$ cat config.mk
export PLATFORM = sky130hd
export DESIGN_NAME = mem_port_arbiter
export DESIGN_NICKNAME = d
export VERILOG_FILES = /design/src/rtl/mem_port_arbiter.sv
export SDC_FILE = /design/constraint.sdc
export NUM_CORES = 1
export LEC_CHECK = 0
export CAP_MARGIN = 20
export CORE_MARGIN = 5
export CORE_UTILIZATION = 43
export CTS_CLUSTER_DIAMETER = 60
export DETAILED_ROUTE_END_ITERATION = 7
export MAX_ROUTING_LAYER = met4
export PLACE_DENSITY = 0.85
export REMOVE_ABC_BUFFERS = 1
export SLEW_MARGIN = 20
export SYNTH_ARGS = -nofsm -noshare
export SYNTH_HDL_FRONTEND = slang
export SYNTH_SLANG_ARGS = --single-unit
$ cat constraint.sdc
create_clock -name clk -period 4.6 [get_ports clk]
set_input_delay 1.15 -clock clk [delete_from_list [all_inputs] [get_ports clk]]
set_output_delay 1.15 -clock clk [all_outputs]
set_load 0.02 [all_outputs]
$ cat src/rtl/mem_port_arbiter.sv
// rtl/mem_port_arbiter.sv - round-robin arbiter sharing one memory port between IFU and LSU

module mem_port_arbiter #(
    parameter int ADDR_W = 32,
    parameter int DATA_W = 32,
    parameter int TMO_W  = 8
) (
    input  logic                clk,
    input  logic                rst,

    input  logic                ifu_req_valid,
    output logic                ifu_req_ready,
    input  logic [ADDR_W-1:0]   ifu_addr,
    output logic                ifu_rsp_valid,
    output logic [DATA_W-1:0]   ifu_rdata,
    output logic                ifu_err,

    input  logic                lsu_req_valid,
    output logic                lsu_req_ready,
    input  logic                lsu_wen,
    input  logic [ADDR_W-1:0]   lsu_addr,
    input  logic [DATA_W-1:0]   lsu_wdata,
    input  logic [DATA_W/8-1:0] lsu_wmask,
    output logic                lsu_rsp_valid,
    output logic [DATA_W-1:0]   lsu_rdata,
    output logic                lsu_err,

    output logic                mem_req_valid,
    input  logic                mem_req_ready,
    output logic                mem_wen,
    output logic [ADDR_W-1:0]   mem_addr,
    output logic [DATA_W-1:0]   mem_wdata,
    output logic [DATA_W/8-1:0] mem_wmask,
    input  logic                mem_rsp_valid,
    input  logic [DATA_W-1:0]   mem_rdata
);

    localparam int WM_W = DATA_W / 8;

    typedef enum logic [1:0] {
        S_IDLE = 2'd0,
        S_REQ  = 2'd1,
        S_WAIT = 2'd2,
        S_RSP  = 2'd3
    } state_t;

    // Owner encoding shared by owner_q and last_grant_q
    localparam logic OWN_IFU = 1'b0;
    localparam logic OWN_LSU = 1'b1;

    localparam logic [TMO_W-1:0] CNT_ONE = {{(TMO_W-1){1'b0}}, 1'b1};
    localparam logic [TMO_W-1:0] CNT_MAX = {TMO_W{1'b1}};

    state_t             state_q,      state_d;
    logic               owner_q,      owner_d;
    logic               last_grant_q, last_grant_d;
    logic               wen_q,        wen_d;
    logic [ADDR_W-1:0]  addr_q,       addr_d;
    logic [DATA_W-1:0]  wdata_q,      wdata_d;
    logic [WM_W-1:0]    wmask_q,      wmask_d;
    logic [TMO_W-1:0]   cnt_q,        cnt_d;
    logic [DATA_W-1:0]  rdata_q,      rdata_d;
    logic               err_q,        err_d;

    logic               grant_ifu;
    logic               grant_lsu;
    logic [TMO_W-1:0]   cnt_inc;

    // Grant decision in IDLE: a lone requester wins, a tie goes to whoever was not served last
    always_comb begin
        grant_ifu = (state_q == S_IDLE) && ifu_req_valid &&
                    (!lsu_req_valid || (last_grant_q == OWN_LSU));
        grant_lsu = (state_q == S_IDLE) && lsu_req_valid && !grant_ifu;
    end

    assign cnt_inc = cnt_q + CNT_ONE;

    // Next-state and datapath: latch command at grant, count wait cycles, capture response or timeout
    always_comb begin
        state_d      = state_q;
        owner_d      = owner_q;
        last_grant_d = last_grant_q;
        wen_d        = wen_q;
        addr_d       = addr_q;
        wdata_d      = wdata_q;
        wmask_d      = wmask_q;
        cnt_d        = cnt_q;
        rdata_d      = rdata_q;
        err_d        = err_q;

        unique case (state_q)
            S_IDLE: begin
                if (grant_ifu) begin
                    owner_d      = OWN_IFU;
                    last_grant_d = OWN_IFU;
                    wen_d        = 1'b0;
                    addr_d       = ifu_addr;
                    wdata_d      = '0;
                    wmask_d      = '0;
                    state_d      = S_REQ;
                end else if (grant_lsu) begin
                    owner_d      = OWN_LSU;
                    last_grant_d = OWN_LSU;
                    wen_d        = lsu_wen;
                    addr_d       = lsu_addr;
                    wdata_d      = lsu_wdata;
                    wmask_d      = lsu_wmask;
                    state_d      = S_REQ;
                end
            end
            S_REQ: begin
                // Bridge back-pressure may last forever; the watchdog only covers the response
                if (mem_req_ready) begin
                    cnt_d   = '0;
                    state_d = S_WAIT;
                end
            end
            S_WAIT: begin
                cnt_d = cnt_inc;
                // A response arriving on the final count still beats the timeout
                if (mem_rsp_valid) begin
                    rdata_d = wen_q ? '0 : mem_rdata;
                    err_d   = 1'b0;
                    state_d = S_RSP;
                end else if (cnt_inc == CNT_MAX) begin
                    rdata_d = '0;
                    err_d   = 1'b1;
                    state_d = S_RSP;
                end
            end
            S_RSP: begin
                state_d = S_IDLE;
            end
            default: begin
                state_d = S_IDLE;
            end
        endcase
    end

    // State registers; after reset the IFU wins the first tie because the LSU counts as last served
    always_ff @(posedge clk or negedge rst) begin
        if (!rst) begin
            state_q      <= S_IDLE;
            owner_q      <= OWN_IFU;
            last_grant_q <= OWN_LSU;
            wen_q        <= 1'b0;
            addr_q       <= '0;
            wdata_q      <= '0;
            wmask_q      <= '0;
            cnt_q        <= '0;
            rdata_q      <= '0;
            err_q        <= 1'b0;
        end else begin
            state_q      <= state_d;
            owner_q      <= owner_d;
            last_grant_q <= last_grant_d;
            wen_q        <= wen_d;
            addr_q       <= addr_d;
            wdata_q      <= wdata_d;
            wmask_q      <= wmask_d;
            cnt_q        <= cnt_d;
            rdata_q      <= rdata_d;
            err_q        <= err_d;
        end
    end

    assign ifu_req_ready = grant_ifu;
    assign lsu_req_ready = grant_lsu;

    assign mem_req_valid = (state_q == S_REQ);
    assign mem_wen       = wen_q;
    assign mem_addr      = addr_q;
    assign mem_wdata     = wdata_q;
    assign mem_wmask     = wmask_q;

    assign ifu_rsp_valid = (state_q == S_RSP) && (owner_q == OWN_IFU);
    assign lsu_rsp_valid = (state_q == S_RSP) && (owner_q == OWN_LSU);
    assign ifu_rdata     = rdata_q;
    assign lsu_rdata     = rdata_q;
    assign ifu_err       = ifu_rsp_valid && err_q;
    assign lsu_err       = lsu_rsp_valid && err_q;

    a_single_grant: assert property (@(posedge clk) disable iff (!rst)
        !(ifu_req_ready && lsu_req_ready));

    a_req_held: assert property (@(posedge clk) disable iff (!rst)
        (mem_req_valid && !mem_req_ready) |=> (mem_req_valid && $stable(mem_addr)
                                               && $stable(mem_wdata) && $stable(mem_wmask)
                                               && $stable(mem_wen)));

endmodule
==> impl_metrics.ini <==
[yosys]
yosysTopAreaCellShare = 0.5231
netlist_area_sq_mm = 0.005405
synthTopCellsByArea = dfrtp_1 (52%), a22o_1 (6.8%), mux2i_1 (6.7%)
synth_edf_count = 0
synthFlopType = dfrtp_1
syn-instance-count = 493
synth-async-reset-ratio = 1.000
yosys.area.top_type = dfrtp_1
post_synth.cell_area_avg_sq_um = 10.96
ys_warn_count = 0
yosysSeqAreaShare = 0.5280
ys_ff_latch = 114
synthDistinctLibCells = 42

[grt]
grt_usage = 0.2242
antenna_found_initial = 0
grt_pass1_vias = 4933
grt_start_max_net_pins = 67
grt_overflow_total = 0
grt_pass1_wl_um = 24950

[power]
power.share.switching = 0.3891
p_sw_mw = 2.463
pwr_density_cell_mw_per_mm2 = 725.1
pwr-share-seq = 0.283
p_leak_nw = 4.038
power_frac_clock = 0.218
p_int_mw = 3.867
peakVddDrop_mv = 0.3759
p_comb_frac = 0.500

[clock_tree]
clk_pin_slew_ps = 50
insertion_delay_ps = 410
post_cts_resized = 0
cts_setup_buffers = 0
cts_buffers = 17
cts_tree = built
clockBufferDepth = 2
root_buffer = clkbuf_16
htreeDepth = 4
clock_sinks = 114
hold_buffers = 0

[setup_path]
setup.worst_path.start_class = input pin
r2r_start = state_q[0]
crit_start = lsu_req_valid
r2r_end = ifu_rdata[17]
crit_type = input pin to output pin
critPathCapture = lsu_req_ready
critPathArrivalTime_ps = 2980
critPathMaxFanout = 4
r2r_slack_ps = 2010
crit_path_end_kind = output pin
ff2ff_path_depth = 5
required_ps = 3450

[drt]
routedWlPerCell_um = 17.55
viasPerCell = 5.073
drc = 0
totalWireLength_um = 16150
drt_iter0_drc = 236
dr.pass1.iters = 4
ant_nets = 0
num_vias = 4667

[layout]
drive_gt1_frac = 0.1096
nNetsFinal = 880
postLayoutCellArea_sq_mm = 0.008730
layout-area-overhead-vs-synth_pct = 61.50
finalNonFillerCells = 920
diodes = 0

[sta]
fmax_mhz = 242.0
slew_viol_final = 0
worst_pin_slew_ps = 1004
grt_setup_unrepaired = no
hold_viol_final = 0
timing.final.ws_setup_ps = 467.2
fin_crit_sh = 0.8984
holdWs_ps = 476.6
setup_violations = 0
max_slew_margin = 0.3263
fin_crit_ps = 4133
fin_skew_ps = 6.076

[status]
status = finished clean

[floorplanning]
initial_utilization = 0.4336
die_h_um = 122.1
rows = 41
die_area_sq_mm = 0.01491
die_w_um = 122.1
fp.coreArea_sq_mm = 0.01247
ios = 279

[placement]
postPlaceCellArea_sq_mm = 0.008103
gp_congestion = 0.8355
dpl.cell_count = 888
io_buffers = 278
place_hpwl_um = 12020
pre_cts_ws_ps = 465.9

[worst_hold_path]
hold_path_class = flop to flop

[flow_run]
max-cap-violations = 0
==> sequential cells by signal, indices dropped and copies added, names as in the netlist <==
signal        count
cnt_q             8
err_q             1
ifu_rdata        32
last_grant_q      1
mem_addr         32
mem_wdata        32
mem_wen           1
mem_wmask         4
owner_q           1
state_q           2
==> layout make-up <==
type / count / area, sq um
clock inverter: 14 / 187.7
sequential: 114 / 2854
multi-input combinational: 278 / 2042
inverter: 39 / 146.4
timing repair buffer: 285 / 2845
tap: 172 / 215.2
fill: 877 / 3736
clock buffer: 18 / 439.2
==> how the worst min path moves through the flow <==
stage               depth (start not counted)           end          from
floorplan                                   1         err_q         err_q
global placement                            2  mem_addr[10]  mem_addr[10]
detailed placement                          2  mem_addr[26]  mem_addr[26]
CTS                                         2  mem_addr[26]  mem_addr[26]
global route                                2  mem_addr[28]  mem_addr[28]
finish                                      2  mem_addr[26]  mem_addr[26]
==> cells by family (layout without fill, tap and decap cells) <==
logic type      after synthesis  count (layout)  synth area share
mux                          36              36           0.06667
fa+ha+maj                     6               6           0.01389
compound gates              165             165            0.2333
flops                       114             114            0.5280
buf+inv                     101             356           0.09838
simple gates                 71              71           0.05972
==> power by group through the flow <==
stage                     clock (mW)  sequential, mW  combinational [mW]
after floorplan                    0            2.38                1.05
after global placement             0            1.77                3.10
after detailed placement           0            1.79                3.18
after CTS                       1.40            1.79                3.21
after global routing            1.44            1.85                3.38
final                           1.38            1.79                3.16
==> cell usage after synthesis (2+ instances only) <==
library cell	count
dfrtp_1	113
nand2_1	47
a22o_1	42
o21ai_0	41
inv_1	38
mux2i_1	36
a22oi_1	32
buf_4	32
o21ai_2	30
clkbuf_1	19
buf_2	8
ha_1	6
nor2_1	5
a21o_1	4
buf_6	3
nand3_1	3
a21oi_1	2
and2_1	2
and3_1	2
nand2b_1	2
nor2b_1	2
nor3_1	2
o21ai_1	2
o31a_1	2
==> metrics by stage <==
step           setup TNS [ps]  power (mW)    util
3_5_place_dp                0       4.976  0.6500
4_1_cts                     0       6.400  0.7003
6_report                    0       6.330  0.7003
5_1_grt                     0       6.677  0.7003
3_3_place_gp                0       4.872  0.6500
2_1_floorplan         -146750       3.428       -
==> critical path: stages <==
cell and delay [ps]:
clkdlybuf4s50_1 570, inv_1 100, o211ai_4 200, and3_1 290, clkdlybuf4s50_1 680
==> routing by layer <==
| layer | vias to the layer above | routed length, um | GRT usage |
|---|---|---|---|
| met5 | - | 0 | - |
| met4 | 0 | 507 | 0.09657 |
| met3 | 36 | 1381 | 0.08124 |
| met2 | 211 | 8232 | 0.3767 |
| met1 | 2229 | 6025 | 0.2387 |
| li1 | 2191 | - | - |
==> cell usage in the layout, fill, tap and decap left out, types with 2 or more instances in the layout <==
master,n
mux2i_1,36
clkdlybuf4s50_1,277
nor2_1,4
o31a_1,2
buf_4,7
bufinv_16,4
dfrtp_1,113
a21o_1,4
ha_1,6
clkbuf_16,17
and3_1,2
nor3_1,2
o21ai_1,2
nand2b_1,2
clkinv_4,2
clkinvlp_4,4
nand3_1,3
a22oi_1,32
clkinv_2,4
a22o_1,42
o21ai_2,30
and2_1,2
nor2b_1,2
a21oi_1,2
inv_1,38
nand2_1,47
o21ai_0,40
Note: power is estimated with default switching activity, not from simulation.
